===== config.mk =====
export PLATFORM = sky130hd
export DESIGN_NAME = adder_cout_pipe
export DESIGN_NICKNAME = d
export VERILOG_FILES = /design/src/rtl/adder_cout_pipe.sv
export SDC_FILE = /design/constraint.sdc
export NUM_CORES = 1
export LEC_CHECK = 0
export ABC_AREA = 1
export CAP_MARGIN = 20
export CORE_MARGIN = 2
export CORE_UTILIZATION = 50
export CTS_CLUSTER_DIAMETER = 120
export DETAILED_ROUTE_END_ITERATION = 7
export PLACE_DENSITY = 0.87
export SLEW_MARGIN = 0
export SYNTH_ARGS = -nofsm -noshare
export SYNTH_HDL_FRONTEND = slang
export SYNTH_SLANG_ARGS = --single-unit

===== constraint.sdc =====
create_clock -name CLKIN -period 2.9 [get_ports CLKIN]
set_input_delay 0.435 -clock CLKIN [delete_from_list [all_inputs] [get_ports CLKIN]]
set_output_delay 0.435 -clock CLKIN [all_outputs]
set_load 0.02 [all_outputs]

===== src/rtl/adder_cout_pipe.sv =====
// adder_cout_pipe: pipelined N-bit add/subtract with carry-in, carry-out and signed overflow.
// The carry chain is cut into STAGES registered slices; operands are skewed in and sums deskewed out.
module adder_cout_pipe #(
    parameter int N      = 8,
    parameter int STAGES = 2
) (
    input  logic         CLKIN,
    input  logic         RESET,
    input  logic         VALID_IN,
    input  logic [N-1:0] I0,
    input  logic [N-1:0] I1,
    input  logic         CIN,
    input  logic         SUB,
    output logic [N-1:0] O,
    output logic         COUT,
    output logic         OVF,
    output logic         VALID_OUT
);
    localparam int W = N / STAGES;

    if (STAGES < 1 || STAGES > N || N % STAGES != 0) begin : g_bad_params
        $error("adder_cout_pipe: STAGES must divide N with 1 <= STAGES <= N");
    end

    logic [N-1:0]    b_eff;
    logic            c0;
    logic [N-1:0]    sum_al;
    logic [STAGES-1:0] vld_q;
    logic [STAGES:0] vld_ext;
    logic [N-1:0]    o_q;
    logic            cout_q;
    logic            ovf_q;
    logic            msb_cin;
    logic            ovf_d;

    assign b_eff   = SUB ? ~I1 : I1;
    assign c0      = CIN ^ SUB;
    assign vld_ext = {vld_q, VALID_IN};

    for (genvar k = 0; k < STAGES; k++) begin : g_slice
        localparam int D = STAGES - 1 - k;
        logic [W-1:0] a_s;
        logic [W-1:0] b_s;
        logic [W-1:0] s_s;
        logic [W-1:0] s_al;
        logic         c_s;
        logic         co;
        if (k == 0) begin : g_in
            assign a_s = I0[W-1:0];
            assign b_s = b_eff[W-1:0];
            assign c_s = c0;
        end else begin : g_skew
            logic [W-1:0] a_q [k];
            logic [W-1:0] b_q [k];
            logic         c_q;
            always_ff @(posedge CLKIN) begin
                if (RESET) begin
                    for (int i = 0; i < k; i++) begin
                        a_q[i] <= '0;
                        b_q[i] <= '0;
                    end
                    c_q <= 1'b0;
                end else begin
                    a_q[0] <= I0[k*W +: W];
                    b_q[0] <= b_eff[k*W +: W];
                    for (int i = 1; i < k; i++) begin
                        a_q[i] <= a_q[i-1];
                        b_q[i] <= b_q[i-1];
                    end
                    c_q <= g_slice[k-1].co;
                end
            end
            assign a_s = a_q[k-1];
            assign b_s = b_q[k-1];
            assign c_s = c_q;
        end
        assign {co, s_s} = {1'b0, a_s} + {1'b0, b_s} + {{W{1'b0}}, c_s};
        if (D == 0) begin : g_nodesk
            assign s_al = s_s;
        end else begin : g_desk
            logic [W-1:0] ds_q [D];
            always_ff @(posedge CLKIN) begin
                if (RESET) begin
                    for (int i = 0; i < D; i++) ds_q[i] <= '0;
                end else begin
                    ds_q[0] <= s_s;
                    for (int i = 1; i < D; i++) ds_q[i] <= ds_q[i-1];
                end
            end
            assign s_al = ds_q[D-1];
        end
        assign sum_al[k*W +: W] = s_al;
    end

    // Carry into the MSB recovered from the MSB's own sum bit and operands.
    assign msb_cin = g_slice[STAGES-1].s_s[W-1] ^ g_slice[STAGES-1].a_s[W-1] ^ g_slice[STAGES-1].b_s[W-1];
    assign ovf_d   = msb_cin ^ g_slice[STAGES-1].co;

    always_ff @(posedge CLKIN) begin
        if (RESET) begin
            vld_q  <= '0;
            o_q    <= '0;
            cout_q <= 1'b0;
            ovf_q  <= 1'b0;
        end else begin
            vld_q <= vld_ext[STAGES-1:0];
            if (vld_ext[STAGES-1]) begin
                o_q    <= sum_al;
                cout_q <= g_slice[STAGES-1].co;
                ovf_q  <= ovf_d;
            end
        end
    end

    assign O         = o_q;
    assign COUT      = cout_q;
    assign OVF       = ovf_q;
    assign VALID_OUT = vld_ext[STAGES];
endmodule


==> run metrics <==
slowest stage delay, CP=between 0.4 and 0.5 ns; Ys Warns=0; CTS max path bufs=2; Initial Utilization=between 50% and 60%; fin util=between 60% and 70%; Yosys top cell by area=dfxtp_1; GRT Total Usage=approximately 23%; fin crit period=a little over 2 ns; Final setup viols=0; diode count=0; Post-synth ARST share=0%; crit path buf inv count=1; CTS tree=built; vias=approximately 990; Hold Path End=O[2]$_SDFFE_PP0P_; Vias/cell=4.93; DRC viols=0; Num CTS Buffers=3; EDFF count, synth=0; Critical Path Source Type=input port; Core Region=~2200 um2; crit path cell chain=clkdlybuf4s50_1 > xor2_1 > fa_1 > fa_1 > o21ai_0 > a21oi_1; Peak VDD IR=0.338 mV; first-pass GRT wire length=between 4000 and 5000 um; critical path's slowest cell=clkdlybuf4s50_1; Routed Antenna Nets=0; Main synth FF type=dfxtp_1; Detailed Route Iter0 Violations=14; Crit Path Class=input port to flop; clk sinks=25; unrepaired setup endpoints after global routing=no; pre-CTS WS=between 0.4 and 0.5 ns; crit-path leading delay family=adder cells; FMAX=between 400 and 500 MHz; GRT busiest layer=met2; number of synthesized register bits=25; Distinct cells, synth=16; Max Fanout on Critical Path=3; GP Congestion=between 0.7 and 0.8; IO Pins=32; DP Wirelength=roughly 1900 um; Switching Fraction=~29%; fillers=about 180; Crit Reg-Reg Endpoint=OVF$_SDFFE_PP0P_; clk_skew=roughly 0.012 ns; share of layout cells above drive strength 1=under 10%; met1 Use GR=21.0%; cells after synthesis=approximately 140; R2R depth=10; most common cell in the netlist=nor2_1; switching power=~0.00021 W; Row Count=17; PortBufs=31; hold path depth=2; Post-CTS Setup Inserts=0; status=completed; Clock power frac=about 22%; drt pass-1 iters=4; largest cells by area after synthesis=dfxtp_1, nor2_1, fa_1; period utilization=about 70%; setup TNS=0 ns; r2r setup slk=around 1.2 ns; clk_lat worst skew=approximately 0.33 ns; Die Y=between 50 and 60 um; final hold vios=0; largest net degree at the start of global routing=16; max cap viols=0; met2 Usage GRT=between 40% and 50%; Pwr per Cell Area=just under 500 nW/um2; Worst Tran Pin Value=approximately 0.57 ns; antenna violations before repair=0; Synthesized Nets=~170; root buf cell=clkbuf_4; H-tree Lvls=1; Post-Route WL=approximately 2400 um; die area=between 2000 and 3000 um2; reg2reg start=g_slice[1].g_skew.a_q[0][0]$_SDFF_PP0_; hold_sp=g_slice[0].g_desk.ds_q[0][2]$_SDFF_PP0_; relative slew slack=just over 60%; Worst Hold Class=flop to flop; Worst Path Arrival=between 2 and 2.5 ns; wire per inst=approximately 12 um; Final nets=approximately 200; grt total ovfl=0; Avg Cell Area, Syn=around 8.2 um2; Final Max Tran Viols=0; Internal=roughly 0.00052 W; Post-Syn Area=~1100 um2; vias in the first global route=between 1000 and 1500; Clk pin slew, worst setup/hold paths=0.14 ns; Setup crit end kind=flop; Synth top cells by count=nor2_1, dfxtp_1, inv_1, nand2_1, o21ai_0; P&R area growth vs syn=31.7%; Crit path top cell by count=fa_1; Die X=between 50 and 60 um; Synth top area share=43.5%; GR Util met3=6.32%; worst hold slack=approximately 0.49 ns; worst endpoint required time=approximately 3.1 ns; sequential share of power=around 53%; combinational power share=24.9%; CTS resizes=0; sequential-to-total area share from yosys stat=a little over two fifths; setup ws final=between 0.8 and 0.9 ns; hold buffers post-CTS=0; Leak=0.703 nW
-- through the flow --
stage          std cells  cell area (um2)  total power [W]
6_report             201             1510         0.000730
2_1_floorplan        141             1150         0.000499
4_1_cts              201             1510         0.000735
5_1_grt              201             1510         0.000777
3_5_place_dp         197             1480         0.000579
3_3_place_gp         197             1480         0.000565
-- power by group through the flow --
stage	logic, W	clock network (W)	registers (W)
floorplan	0.0000935	0	0.000405
global placement	0.000170	0	0.000395
detailed placement	0.000182	0	0.000396
CTS	0.000183	0.000164	0.000388
global route	0.000203	0.000182	0.000392
finish	0.000181	0.000161	0.000388
-- state kept, by name (all words and copies together) (netlist names) --
name and cells:
g_slice.g_skew.b_q 4, g_slice.g_desk.ds_q 4, COUT 1, vld_q 2, O 8, g_slice.c_s 1, OVF 1, g_slice.g_skew.a_q 4
-- cell usage in the layout (no fill, tap or decap) --
cell | netlist | final
nor2_1 | 30 | 30
o211ai_1 | 2 | 2
xnor2_1 | 5 | 5
xor2_1 | 5 | 5
dfxtp_1 | 25 | 25
a21oi_1 | 8 | 8
clkdlybuf4s50_1 | 0 | 31
ha_1 | 6 | 6
inv_1 | 19 | 19
clkinvlp_4 | 0 | 1
clkbuf_4 | 0 | 3
fa_1 | 4 | 4
clkinv_1 | 1 | 1
buf_4 | 0 | 1
nand3_1 | 5 | 5
nand3b_1 | 2 | 2
o21ai_0 | 9 | 9
nand2_1 | 16 | 16
-- per-layer routing --
metal | part of all wire [%] | vias up
met5 | 0 | -
met4 | 5.5 | 0
met3 | 3.7 | 14
met2 | 54 | 32
met1 | 37 | 446
li1 | - | 499
-- kinds of logic (layout without fill, tap and decap cells) --
logic type      after synthesis  after routing  share of synthesized area (%)
simple gates                 53             53                           18.5
flops                        25             25                           43.5
buf+inv                      24             56                           8.16
compound gates               19             19                           8.70
fa+ha+maj                    10             10                           13.5
xor+xnor                     10             10                           7.62
-- worst max-delay path by stage --
stage / to / slack [ns] / cells past startpoint / from
finish: g_slice[0].g_desk.ds_q[0][2]$_SDFF_PP0_ / 0.84 / 6 / SUB
floorplan: g_slice[0].g_desk.ds_q[0][2]$_SDFF_PP0_ / 0.96 / 6 / SUB
detailed placement: g_slice[0].g_desk.ds_q[0][2]$_SDFF_PP0_ / 0.49 / 6 / SUB
global route: g_slice[0].g_desk.ds_q[0][2]$_SDFF_PP0_ / 0.83 / 6 / SUB
CTS: g_slice[0].g_desk.ds_q[0][2]$_SDFF_PP0_ / 0.85 / 6 / SUB
global placement: g_slice[0].g_desk.ds_q[0][2]$_SDFF_PP0_ / 0.63 / 6 / SUB
-- worst register-to-register path, cell delays in order, from the launching register on --
cell and delay [ns]:
dfxtp_1 0.34, fa_1 0.44, inv_1 0.08, fa_1 0.23, nor2_1 0.06, nor2_1 0.16, nand2_1 0.10, nand3_1 0.09
nand2_1 0.06, nor2_1 0.08, nor2_1 0.04
-- layout make-up --
| class | instances | area (um2) | area share [%] |
|---|---|---|---|
| Tap cell | 28 | 35.0 | 2.31 |
| Multi-Input combinational cell | 92 | 556 | 36.7 |
| Inverter | 20 | 75.1 | 4.96 |
| Clock buffer | 3 | 22.5 | 1.49 |
| Timing Repair Buffer | 32 | 318 | 21.0 |
| Sequential cell | 25 | 500 | 33.1 |
| Clock inverter | 1 | 7.51 | 0.496 |
(Power assumes the default switching activity.)
